--- src/rtl/program_loader.sv ---
// picoMIPS program-memory loader: length-prefixed byte stream -> I_SIZE-bit words, MSB byte first.
// Optional trailing checksum byte when PROGRAM_LOADER_CHECKSUM_EN is defined.
module program_loader #(
  parameter int unsigned P_SIZE = 6,
  parameter int unsigned I_SIZE = 24
) (
  input  logic              clk,
  input  logic              nRst,
  input  logic [7:0]        byteData,
  input  logic              byteValid,
  output logic              byteReady,
  input  logic              reload,
  output logic              wrEn,
  output logic [P_SIZE-1:0] wrAddr,
  output logic [I_SIZE-1:0] wrData,
  output logic              cpuHold,
  output logic              done,
  output logic              error
);

  localparam int unsigned B  = I_SIZE / 8;
  localparam int unsigned BW = (B > 1) ? $clog2(B) : 1;

`ifdef PROGRAM_LOADER_CHECKSUM_EN
  typedef enum logic [2:0] {
    ST_HEADER, ST_DATA, ST_WRITE, ST_CHECK, ST_DONE, ST_ERROR
  } state_t;
`else
  typedef enum logic [2:0] {
    ST_HEADER, ST_DATA, ST_WRITE, ST_DONE, ST_ERROR
  } state_t;
`endif

  state_t              r_state;
  logic                r_byteReady;
  logic                r_wrEn;
  logic [P_SIZE-1:0]   r_wrAddr;
  logic [P_SIZE-1:0]   r_lastAddr;
  logic [BW-1:0]       r_byteIdx;
  logic [I_SIZE-1:0]   r_asm;
  logic                r_cpuHold;
  logic                r_done;
  logic                r_error;
`ifdef PROGRAM_LOADER_CHECKSUM_EN
  logic [7:0]          r_sum;
`endif

  logic                w_xfer;
  logic [P_SIZE+7:0]   w_hdrExt;
  logic                w_hdrBad;
  logic [I_SIZE-1:0]   w_asmNext;

  assign w_xfer    = byteValid && r_byteReady;
  // Header bits at or above P_SIZE must be zero; for P_SIZE >= 8 the shift leaves nothing.
  assign w_hdrExt  = {{P_SIZE{1'b0}}, byteData};
  assign w_hdrBad  = (w_hdrExt >> P_SIZE) != '0;
  assign w_asmNext = (r_asm << 8) | I_SIZE'(byteData);

  always_ff @(posedge clk or negedge nRst) begin
    if (!nRst) begin
      r_state     <= ST_HEADER;
      r_byteReady <= 1'b1;
      r_wrEn      <= 1'b0;
      r_wrAddr    <= '0;
      r_lastAddr  <= '0;
      r_byteIdx   <= '0;
      r_asm       <= '0;
      r_cpuHold   <= 1'b1;
      r_done      <= 1'b0;
      r_error     <= 1'b0;
`ifdef PROGRAM_LOADER_CHECKSUM_EN
      r_sum       <= '0;
`endif
    end else begin
      case (r_state)
        ST_HEADER: begin
          if (w_xfer) begin
            if (w_hdrBad) begin
              r_state     <= ST_ERROR;
              r_byteReady <= 1'b0;
              r_error     <= 1'b1;
            end else begin
              r_state    <= ST_DATA;
              r_lastAddr <= w_hdrExt[P_SIZE-1:0];
              r_byteIdx  <= '0;
              r_wrAddr   <= '0;
`ifdef PROGRAM_LOADER_CHECKSUM_EN
              r_sum      <= '0;
`endif
            end
          end
        end

        ST_DATA: begin
          if (w_xfer) begin
            r_asm <= w_asmNext;
`ifdef PROGRAM_LOADER_CHECKSUM_EN
            r_sum <= r_sum + byteData;
`endif
            if (r_byteIdx == BW'(B - 1)) begin
              r_state     <= ST_WRITE;
              r_byteReady <= 1'b0;
              r_wrEn      <= 1'b1;
            end else begin
              r_byteIdx <= r_byteIdx + BW'(1);
            end
          end
        end

        ST_WRITE: begin
          r_wrEn    <= 1'b0;
          r_wrAddr  <= r_wrAddr + P_SIZE'(1);
          r_byteIdx <= '0;
          if (r_wrAddr == r_lastAddr) begin
`ifdef PROGRAM_LOADER_CHECKSUM_EN
            r_state     <= ST_CHECK;
            r_byteReady <= 1'b1;
`else
            r_state     <= ST_DONE;
            r_done      <= 1'b1;
            r_cpuHold   <= 1'b0;
`endif
          end else begin
            r_state     <= ST_DATA;
            r_byteReady <= 1'b1;
          end
        end

`ifdef PROGRAM_LOADER_CHECKSUM_EN
        ST_CHECK: begin
          if (w_xfer) begin
            r_byteReady <= 1'b0;
            if (byteData == r_sum) begin
              r_state   <= ST_DONE;
              r_done    <= 1'b1;
              r_cpuHold <= 1'b0;
            end else begin
              r_state <= ST_ERROR;
              r_error <= 1'b1;
            end
          end
        end
`endif

        ST_DONE, ST_ERROR: begin
          if (reload) begin
            r_state     <= ST_HEADER;
            r_byteReady <= 1'b1;
            r_cpuHold   <= 1'b1;
            r_done      <= 1'b0;
            r_error     <= 1'b0;
`ifdef PROGRAM_LOADER_CHECKSUM_EN
            r_sum       <= '0;
`endif
          end
        end

        default: begin
          r_state     <= ST_HEADER;
          r_byteReady <= 1'b1;
          r_wrEn      <= 1'b0;
          r_cpuHold   <= 1'b1;
          r_done      <= 1'b0;
          r_error     <= 1'b0;
        end
      endcase
    end
  end

  assign byteReady = r_byteReady;
  assign wrEn      = r_wrEn;
  assign wrAddr    = r_wrAddr;
  assign wrData    = r_asm;
  assign cpuHold   = r_cpuHold;
  assign done      = r_done;
  assign error     = r_error;

endmodule

--- config.mk ---
export PLATFORM = sky130hd
export DESIGN_NAME = program_loader
export DESIGN_NICKNAME = d
export VERILOG_FILES = /design/src/rtl/program_loader.sv
export SDC_FILE = /design/constraint.sdc
export NUM_CORES = 1
export LEC_CHECK = 0
export CORE_MARGIN = 8
export CORE_UTILIZATION = 54
export DETAILED_ROUTE_END_ITERATION = 10
export PLACE_DENSITY = 0.84
export REMOVE_ABC_BUFFERS = 1
export SLEW_MARGIN = 20
export SYNTH_ARGS = -nofsm -noshare
export SYNTH_HDL_FRONTEND = slang
export SYNTH_SLANG_ARGS = --single-unit
--- constraint.sdc ---
create_clock -name clk -period 4.9 [get_ports clk]
set_input_delay 0.98 -clock clk [delete_from_list [all_inputs] [get_ports clk]]
set_output_delay 0.98 -clock clk [all_outputs]
set_load 0.02 [all_outputs]
After elaboration in Yosys (flattened, before gate mapping):

Index checks and enable logic that the tools add are counted.
Widths: inputs -> output; s select.

* logic and storage cells: 83
* output and inout port bits: 35
* register bits after elaboration: 46
* input port bits: 12

* eq/ne operators: 15
* bitwise logic cells: 5
* add/sub/neg operators: 2
* reductions and logical operators: 18
* multiplexer cells: 33

Operators by type and width (count)
* $or 24x8->24: 1
* $ne 2x2->1 const B: 9
* $mux 3: 5
* $reduce_bool 14->1: 1
* $mux 1: 13
* $mux 6: 2
* $pmux 3 s4: 1
* $pmux 6 s2: 1
* $reduce_and 3->1: 4
* $mux 2: 5
* $pmux 1 s3: 3
* $reduce_and 4->1: 2
* $add 6x1->6 const B: 1
* $eq 3x2->1 const B: 2
* $eq 6x6->1: 1
* $pmux 2 s3: 1
* $reduce_and 6->1: 1
* $reduce_or 2->1: 3
* $reduce_and 5->1: 1
* $not 1->1: 4
* $pmux 1 s4: 1
* $eq 3x1->1 const B: 1
* $eq 3x3->1 const B: 1
* $logic_not 3->1: 1
* 8 further kinds: 8

Logic depth before layout (Yosys ltp):

Gate-level depths: netlist of the first run.

* depth in word-level cells: 4
* gate-level depth with buffers: 6
* gate-level depth less buffers: 6

Worst setup path after synthesis of the first run:

No wires, ideal clock.

* path kind: input-to-reg
* start point: in byteData[7]
* end point: reg r_lastAddr[1]
* arrival: 2095 ps
* setup time: 127 ps
* slack: 2678 ps
* path buffers: 1
* required time: 4773 ps
* cell stages on the path: 4
* cells stage by stage: or4_4 -> nor3_4 -> buf_6 -> mux2_1

* longest elaborated chain between the ends: 3

RTL lines
* start: declaration: RTL line 9 `input logic [7:0] byteData,`
* $reduce_bool 14->1: RTL line 56 `assign w_hdrBad = (w_hdrExt >> P_SIZE) != '0;`
* $not 1->1 (no line)
* $reduce_and 3->1 (no line)
* end signal: assignment: RTL line 84 `r_lastAddr <= w_hdrExt[P_SIZE-1:0];`
* end: declaration: RTL line 38 `logic [P_SIZE-1:0] r_lastAddr;`

No other way between the ends.
A chain may end at the register's enable or synchronous reset.

Worst setup path in the final report of the first run:

* start point: in byteData[7]
* end point: reg r_wrAddr[0], in the netlist wrAddr[0]

* longest elaborated chain between the ends: 3

RTL lines
* $reduce_bool 14->1: RTL line 56
* $ne 2x2->1 (no line)
* $reduce_and 3->1 (no line)
* end signal: assignment: RTL line 112 `r_wrAddr <= r_wrAddr + P_SIZE'(1);`
* end: declaration: RTL line 37 `logic [P_SIZE-1:0] r_wrAddr;`

No other way between the ends.

==> results.md, run 1 <==
* Post-Syn Instances at 158
* Routability cong. at 0.815
* Pre-CTS setup slack at approximately 1.9 ns
* Clock latency on the worst-skew pair at about 0.3 ns
* Gr ovfl total at 0
* Fmax at 0.374 GHz
* H-tree lvl count at 2
* Worst hold slack at ~0.5 ns
* Crit path DAT at 2.86 ns
* Netlist cell types at 48
* Final #Nets at 220
* Post-synth top area share at around half
* Clock Skew at 0.00673 ns
* Proportion of layout cells with a drive suffix above 1 at around 23%
* I/O Pins at 47
* Slew HR at 61.2%
* Post-CTS setup buffer count at 0
* Antenna Nets Post-Route at 0
* Syn_area_per_cell at 14.0 µm²
* RSZ-0062 raised after global routing: no
* First drt pass iteration count at 4
* Die area at 6390 µm²
* Setup crit end kind: flop
* Hold Path Class: flop to flop
* Post-synthesis sequential area ratio at a little over half
* Row count at 23
* Die Y at 79.9 µm
* Final hold vios at 0
* Setup violators final at 0
* Biggest area consumer among synthesized cells: dfrtp_1
* FFs w/ async S/R, synth at 100%
* CTS Root Cell: clkbuf_8
* Total track usage at 15.4%
* Starting density of the core at 55.6%
* Initial DRC count at 80
* Mapped Area at 2210 µm²
* Post-CTS Hold Fix Bufs at 0
* Residual DRC at 0
* Power Density at 720 nW/µm²
* TritonCTS Buffers at 5
* Commonest non-fill, non-tap cells in the layout: 45 x clkdlybuf4s50_1, 44 x dfrtp_1, 20 x mux2_4, 10 x nor2_1, 7 x mux2_1
* DP HPWL at 3370 µm
* Number of global-route vias before repair at ~1,500
* Clock Pin Slew Worst Setup and Hold Paths at 0.08 ns
* Final worst-path cycle share at 54.6%
* Placed Instances at 249
* Layout Cells excl Fill at 257
* Via-per-instance ratio at 5.55
* Core Region at 3970 µm²
* Slew @ Worst Pin at 0.583 ns
* Setup TNS at 0 ns
* Worst VDD drop at 355 µV
* Largest cells by area after synthesis: dfrtp_1 50%, mux2_4 14%, mux2_1 3.6%
* Commonest non-fill, non-tap cell in the layout: clkdlybuf4s50_1
* Status: finished clean
* Ys flop type: dfrtp_1
* Synthesis Warnings at 0
* Via count at 1,426
* Initial antenna violation count at 0
* WS Path Type: input pin to flop
* Worst setup SP type: input pin
* Min cycle time layout at 2.67 ns
* First-pass GRT wire length at 7780 µm
* Largest net degree at the start of global routing at 47
* Post-cts resize count at 0
* Post-Route WL at 4690 µm
* Die Wd at 79.9 µm
* Max-cap check violation count at 0
* Worst Setup Slack, final at roughly 2.2 ns
* TritonCTS clock tree: yes
* Average wire per standard cell at about 18 µm
* CP required at around 5 ns
* Deepest clock path buffer count at 2
* Port buffer count at 46
* Leak at ~1.2 nW
* Layout Area Growth over Synthesis at 25.0%
* Inserted Diodes at 0
* Final Max Slew Viols at 0
* FF+latch count, synth at 46
* EDFF count, synth at 0
* Clock Sinks at 46
* CP Max Fanout at 12
## cell type report
| type | instances | area, µm² |
|---|---|---|
| Timing Repair Buffer | 46 | 458 |
| Clock buffer | 6 | 82.6 |
| Clock inverter | 2 | 12.5 |
| Tap cell | 50 | 62.6 |
| Multi-Input combinational cell | 101 | 967 |
| Sequential cell | 46 | 1150 |
| Fill cell | 282 | 1210 |
| Inverter | 6 | 22.5 |
## registers in the layout (all words and copies together), names as in the netlist
name        flops
r_lastAddr      6
wrData         24
done            1
error           1
byteReady       1
wrEn            1
cpuHold         1
wrAddr          6
r_state         3
r_byteIdx       2
## worst max-delay path, cell delays in order
cell	delay [ns]
clkdlybuf4s50_1	0.46
or4_4	0.52
nor3_4	0.46
nor2_1	0.15
mux2_2	0.29
## per-stage QoR
step / cell area [µm²] / power, mW / utilization (%)
final: 2760 / 1.99 / 69.5
after floorplan: 2140 / 1.33 / -
after global placement: 2660 / 1.70 / 67.0
after global routing: 2760 / 2.11 / 69.5
after CTS: 2760 / 2.00 / 69.4
after detailed placement: 2660 / 1.76 / 67.0
## routing by layer
layer | global-route usage, % | part of all wire, % | vias up
li1 | - | - | 664
met1 | 18.4 | 42 | 720
met2 | 26.2 | 53 | 40
met3 | 3.04 | 4.2 | 2
met4 | 6.55 | 0.85 | 0
met5 | 0 | 0 | -
## synthesized netlist by cell type (2+ instances only)
cell type,count
o22ai_1,2
mux2_1,7
buf_12,2
xnor2_1,6
ha_1,2
nand2_1,4
mux2_2,6
inv_1,5
dfstp_2,2
nand4_1,3
nor2_1,10
dfrtp_1,44
xor2_1,4
nor2b_1,2
o21ai_0,6
mux2_4,20
a21oi_1,2
## final timing paths
path | cells after the start | startpoint | to | slack [ns]
worst min register to register | 1 | r_byteIdx[1]$_DFFE_PN0P_ | r_byteIdx[1]$_DFFE_PN0P_ | 0.50
min in group asynchronous | 1 | nRst | wrData[16]$_DFFE_PN0P_ | 0.68
worst min-delay path | 1 | r_byteIdx[1]$_DFFE_PN0P_ | r_byteIdx[1]$_DFFE_PN0P_ | 0.50
max in group asynchronous | 1 | nRst | r_byteIdx[0]$_DFFE_PN0P_ | 3.83
worst max register to register | 4 | r_state[1]$_DFFE_PN0P_ | wrAddr[0]$_DFFE_PN0P_ | 2.78
worst max-delay path | 5 | byteData[7] | wrAddr[0]$_DFFE_PN0P_ | 2.23
## power breakdown
group,switching [mW],internal [mW]
Sequential,0.184,0.563
Combinational,0.464,0.535
Clock,0.127,0.113
Total,0.775,1.21
## cell families (layout without fill, tap and decap cells)
family | after synthesis | count (layout) | synth area share, %
buffers and inverters | 11 | 60 | 3.91
xor gates and xnor gates | 10 | 10 | 3.97
AOI/OAI and AO/OA | 22 | 22 | 7.60
DFF | 46 | 46 | 52.3
adders and majority gates | 2 | 2 | 1.13
muxes | 34 | 34 | 20.7
and+or+nand+nor | 33 | 33 | 10.4
Note: power is estimated with default switching activity, not from simulation.
==> inputs of run 2 (changes only) <==
--- a/config.mk
+++ b/config.mk
@@ -6,9 +6,9 @@
 export NUM_CORES = 1
 export LEC_CHECK = 0
 export CORE_MARGIN = 8
-export CORE_UTILIZATION = 54
+export CORE_UTILIZATION = 50
 export DETAILED_ROUTE_END_ITERATION = 10
-export PLACE_DENSITY = 0.84
+export PLACE_DENSITY = 0.79
 export REMOVE_ABC_BUFFERS = 1
 export SLEW_MARGIN = 20
 export SYNTH_ARGS = -nofsm -noshare
==> constraint.sdc (replaced) <==
create_clock -name clk -period 2.5 [get_ports clk]
set_input_delay 0.5 -clock clk [delete_from_list [all_inputs] [get_ports clk]]
set_output_delay 0.5 -clock clk [all_outputs]
set_load 0.02 [all_outputs]
==> run 2 against run 1 <==
  * Worst setup slack got worse by 1.8 ns
  * Design area rose by 1.8%
  * Routed wire length decreased by 3.2%
  * First-iteration DRC count down 18%
  * Clock power rose by 130%
  * Critical endpoint unchanged
  * Highest routed layer unchanged
  * Power is 100% higher
==> results.md, run 2 (synthesis results as in run 1) <==
* Clock Sinks at 46
* Gr ovfl total at 0
* Clock Skew at around 0.005 ns
* Clock latency on the worst-skew pair at ~0.3 ns
* Max-cap check violation count at 0
* Setup crit end kind: flop
* Final #Nets at 223
* Slowest stage delay, CP at between 0.5 and 0.6 ns
* Commonest non-fill, non-tap cell in the layout: clkdlybuf4s50_1
* R2r setup slk at 0.50 ns
* Proportion of layout cells with a drive suffix above 1 at around a quarter
* Final hold vios at 0
* Initial DRC count at 66
* Status: finished clean
* Die area at 6800 µm²
* FF-to-FF End: wrData[11]$_DFFE_PN0P_
* Slew @ Worst Pin at 0.575 ns
* Worst-case reg-to-reg path depth at 5
* Largest net degree at the start of global routing at 47
* Power Density at approximately 1400 nW/µm²
* Slew HR at 61.7%
* WS Path Type: input pin to flop
* Area of the multi-input gates at around 970 µm²
* Layout Area Growth over Synthesis at 27.3%
* DP HPWL at 3340 µm
* Inserted Diodes at 0
* Final worst-path cycle share at 82.7%
* Setup violators final at 0
* Clock Pin Slew Worst Setup and Hold Paths at 0.09 ns
* Setup TNS at 0 ns
* Number of global-route vias before repair at around 1,400
* RSZ-0062 raised after global routing: no
* Commonest non-fill, non-tap cells in the layout: 45 x clkdlybuf4s50_1, 44 x dfrtp_1, 20 x mux2_4, 10 x nor2_1, 7 x mux2_1
* Deepest clock path buffer count at 2
* Crit path DAT at 2.26 ns
* Fmax at ~0.48 GHz
* CTS Root Cell: clkbuf_8
* Worst path top cell family by delay: simple AND/OR/NAND/NOR gates
* Via count at ~1,400
* Post-Route WL at ~4500 µm
* Post-cts resize count at 0
* Routability cong. at 0.824
* Antenna Nets Post-Route at 0
* H-tree lvl count at 2
* Starting density of the core at 51.4%
* CP Cell Sequence: clkdlybuf4s50_1, or4_4, nor3_4, nor2_1, mux2_2
* Min cycle time layout at 2.07 ns
* Register area at 1150 µm²
* Hold Path Class: input pin to asynchronous set/reset pin
* TritonCTS clock tree: yes
* Worst setup SP type: input pin
* Post-CTS Hold Fix Bufs at 0
* Average wire per standard cell at 17.3 µm
* First drt pass iteration count at 4
* CP Max Fanout at 9
* First-pass GRT wire length at 7510 µm
* Final Max Slew Viols at 0
* Die Wd at 82.4 µm
* CP Buf/Inv Count at 1
* Port buffer count at 46
* Via-per-instance ratio at 5.46
* Post-CTS setup buffer count at 0
* Total track usage at 14.4%
* Critical R2R Launch: r_state[0]$_DFFE_PN0P_
* TritonCTS Buffers at 5
* Leak at 1.21 nW
* Initial antenna violation count at 0
* I/O Pins at 47
* Layout Utilization at 65.4%
* Max reg flops at 24
* Worst VDD drop at roughly 540 µV
* Crit-path slowest cell: or4_4
* Filler Cell Count at 304
* Residual DRC at 0
* Row count at 24
* Core Region at 4290 µm²
* Die Y at 82.4 µm
* CP required at 2.69 ns
[run 2: cell count changes in the layout (fill, tap and decap cells not counted), sizes merged]
cell    previous run  this run
clkinv             1         0
bufinv             0         1
buf                1         4
[run 2: power by group]
group          switching (mW)  internal [mW]
clock                   0.254          0.298
sequential              0.359           1.10
combinational           0.901           1.06
total                    1.51           2.46
[run 2: worst max-delay path by stage]
| stage | slack [ns] | from | end | cells past startpoint |
|---|---|---|---|---|
| after floorplan | 0.65 | r_state[1]$_DFFE_PN0P_ | r_lastAddr[0]$_DFFE_PN0P_ | 3 |
| after global placement | 0.17 | byteData[7] | r_lastAddr[0]$_DFFE_PN0P_ | 4 |
| after detailed placement | 0.11 | byteData[7] | r_lastAddr[0]$_DFFE_PN0P_ | 4 |
| after CTS | 0.42 | byteData[7] | r_lastAddr[0]$_DFFE_PN0P_ | 4 |
| after global routing | 0.34 | byteData[7] | wrAddr[0]$_DFFE_PN0P_ | 5 |
| final | 0.43 | byteData[7] | wrAddr[0]$_DFFE_PN0P_ | 5 |
[run 2: metal layers]
| metal | vias up | part of all wire [%] | GRT usage (%) | routed length (µm) |
|---|---|---|---|---|
| met1 | 714 | 45 | 18.5 | 2030 |
| met5 | - | 0 | 0 | 0 |
| met3 | 7 | 5.2 | 3.79 | 235 |
| met4 | 0 | 1.6 | 5.79 | 72 |
| met2 | 30 | 48 | 22.4 | 2200 |
| li1 | 679 | - | - | - |
[run 2: cell type report]
type | instances | share of cell area (%)
Inverter | 6 | 0.802
Clock buffer | 6 | 2.58
Multi-Input combinational cell | 101 | 34.4
Clock inverter | 2 | 1.34
Sequential cell | 46 | 41.1
Timing Repair Buffer | 49 | 17.5
Tap cell | 52 | 2.32
[run 2: per-stage QoR]
stage	hold slack [ns]	total power, mW	setup slack, ns	instance area [µm²]	std cells
2_1_floorplan	0.204	2.61	0.645	2140	153
3_3_place_gp	0.472	3.35	0.171	2700	254
3_5_place_dp	0.489	3.45	0.109	2700	254
4_1_cts	0.291	4.02	0.419	2810	262
5_1_grt	0.321	4.21	0.344	2810	262
6_report	0.266	3.97	0.432	2810	262
==> inputs of run 3 (changes only) <==
==> constraint.sdc (replaced) <==
create_clock -name clk -period 2.1 [get_ports clk]
set_input_delay 0.42 -clock clk [delete_from_list [all_inputs] [get_ports clk]]
set_output_delay 0.42 -clock clk [all_outputs]
set_load 0.02 [all_outputs]
==> run 3 against run 2 <==
  * Global-route usage rose by 0.35 points
  * Design area grew 2.5%
  * Routed wire length rose by 2.2%
  * Combinational power grew 24%
  * Sequential cell count unchanged
  * Clock skew increased by 0.0027 ns
  * Sequential power increased by 17%
  * Sequential share of layout area fell by 1.0 points
  * Non-clock buffer count grew 10
  * Critical endpoint is now byteReady
  * Highest routed layer unchanged
==> results.md, run 3 (synthesis results as in run 1) <==
* Status: finished clean
* Largest net degree at the start of global routing at 30
* Post-cts resize count at 0
* Max reg flops at 24
* Fmax at 0.516 GHz
* Worst-case reg-to-reg path depth at 5
* Min cycle time layout at 1.94 ns
* Final hold vios at 0
* I/O Pins at 47
* WS Path Type: flop to primary output
* Layout Utilization at 67.1%
* M2 GR Usage at 24.5%
* Setup crit end kind: primary output
* Slew HR at between 50% and 60%
* Die Wd at roughly 82 µm
* Register area at 1150 µm²
* Routability cong. at approximately 0.81
* Leak at 1.26 nW
* FF-to-FF End: wrData[11]$_DFFE_PN0P_
* RSZ-0062 raised after global routing: no
* Setup TNS at 0 ns
* H-tree lvl count at 2
* Total track usage at between 10% and 20%
* Filler Cell Count at between 300 and 400
* First drt pass iteration count at 5
* Deepest clock path buffer count at 2
* Via-per-instance ratio at 5.56
* Initial antenna violation count at 0
* Commonest non-fill, non-tap cells in the layout: 45 x clkdlybuf4s50_1, 44 x dfrtp_1, 20 x mux2_4, 11 x buf_4, 10 x nor2_1
* Worst VDD drop at 706 µV
* Worst setup SP type: flop
* Antenna Nets Post-Route at 0
* Met3 Use GR at 3.14%
* Die area at 6800 µm²
* Clock Sinks at 46
* Final Max Slew Viols at 0
* Slowest stage delay, CP at between 0.6 and 0.7 ns
* Initial DRC count at 83
* Layout Area Growth over Synthesis at 30.5%
* Total power draw at between 4 and 5 mW
* Port buffer count at 46
* TritonCTS Buffers at 5
* Crit-path slowest cell: clkdlybuf4s50_1
* Row count at 24
* Worst path top cell family by delay: buffers and inverters
* Final worst-path cycle share at 92.3%
* Critical path depth at 1
* Proportion of layout cells with a drive suffix above 1 at 27.3%
* Area of the multi-input gates at between 900 and 1000 µm²
* Core Region at 4290 µm²
* Post-CTS setup buffer count at 0
* CP required at approximately 1.7 ns
* Hold Path Class: input pin to asynchronous set/reset pin
* Met1 usage at 17.9%
* Post-CTS Hold Fix Bufs at 0
* TritonCTS clock tree: yes
* Average wire per standard cell at 17.1 µm
* Commonest non-fill, non-tap cell in the layout: clkdlybuf4s50_1
* Via count at 1,511
* Clock Pin Slew Worst Setup and Hold Paths at 0.09 ns
* Worst Setup EP: byteReady
* DP HPWL at 3470 µm
* Number of global-route vias before repair at between 1,500 and 2,000
* Power Density at 1630 nW/µm²
* Die Y at 82.4 µm
* Crit path from: byteReady$_DFFE_PN1P_
* Clock latency on the worst-skew pair at 0.30 ns
* Post-Route WL at 4640 µm
* Max-cap check violation count at 0
* CTS Root Cell: clkbuf_8
* Starting density of the core at 51.4%
* Critical R2R Launch: r_state[0]$_DFFE_PN0P_
* CP Max Fanout at 6
* Setup violators final at 0
* Slew @ Worst Pin at 0.636 ns
* First-pass GRT wire length at between 7000 and 8000 µm
* Residual DRC at 0
* CP Cell Sequence: clkdlybuf4s50_1
* Gr ovfl total at 0
* Clock Skew at between 0.007 and 0.008 ns
* CP Buf/Inv Count at 1
* Final #Nets at 233
* Crit path DAT at 1.52 ns
* Grt peak-use layer: met2
* Inserted Diodes at 0
* R2r setup slk at 0.20 ns
==> run 3: changes by cell type in the layout (fill, tap and decap cells not counted) <==
cell       delta
buf_12        +1
clkinv_4      +1
bufinv_16     -1
clkbuf_1      -1
inv_6         +1
buf_4         +9
==> run 3: per-stage QoR <==
stage / instances / worst slack (ns) / area [µm²] / hold slack (ns)
after floorplan: 153 / 0.245 / 2140 / 0.124
after global placement: 264 / -0.0121 / 2790 / 0.460
after detailed placement: 264 / -0.0399 / 2790 / 0.474
after CTS: 272 / 0.143 / 2880 / 0.136
after global routing: 272 / 0.127 / 2880 / 0.172
final: 272 / 0.162 / 2880 / 0.125
==> run 3: cell type report <==
type                    count  area share (%)
clock buffers               5            2.39
clock inverters             3           0.869
inverters                   6           0.782
multi-input cells         101            33.6
flip-flops and latches     46            40.1
well taps                  52            2.26
repair buffers             59            20.1
==> run 3: worst min-delay path by stage <==
stage                                        end  slack (ns)  cells past startpoint
after detailed placement  r_state[0]$_DFFE_PN0P_        0.47                      1
final                     r_state[0]$_DFFE_PN0P_        0.13                      1
after CTS                 r_state[0]$_DFFE_PN0P_        0.14                      1
after global placement          done$_DFFE_PN0P_        0.46                      1
after global routing       wrAddr[5]$_DFFE_PN0P_        0.17                      1
after floorplan                 done$_DFFE_PN0P_        0.12                      0
==> run 3: metal layers <==
| metal | wire [µm] | up-vias |
|---|---|---|
| met3 | 287 | 16 |
| met4 | 131 | 0 |
| met5 | 0 | - |
| met1 | 1900 | 758 |
| li1 | - | 688 |
| met2 | 2320 | 49 |
==> run 3: power breakdown <==
| part | switching, mW | total, mW | internal (mW) |
|---|---|---|---|
| logic | 1.12 | 2.43 | 1.31 |
| registers | 0.392 | 1.71 | 1.31 |
| clock network | 0.317 | 0.557 | 0.240 |
| total | 1.82 | 4.69 | 2.87 |
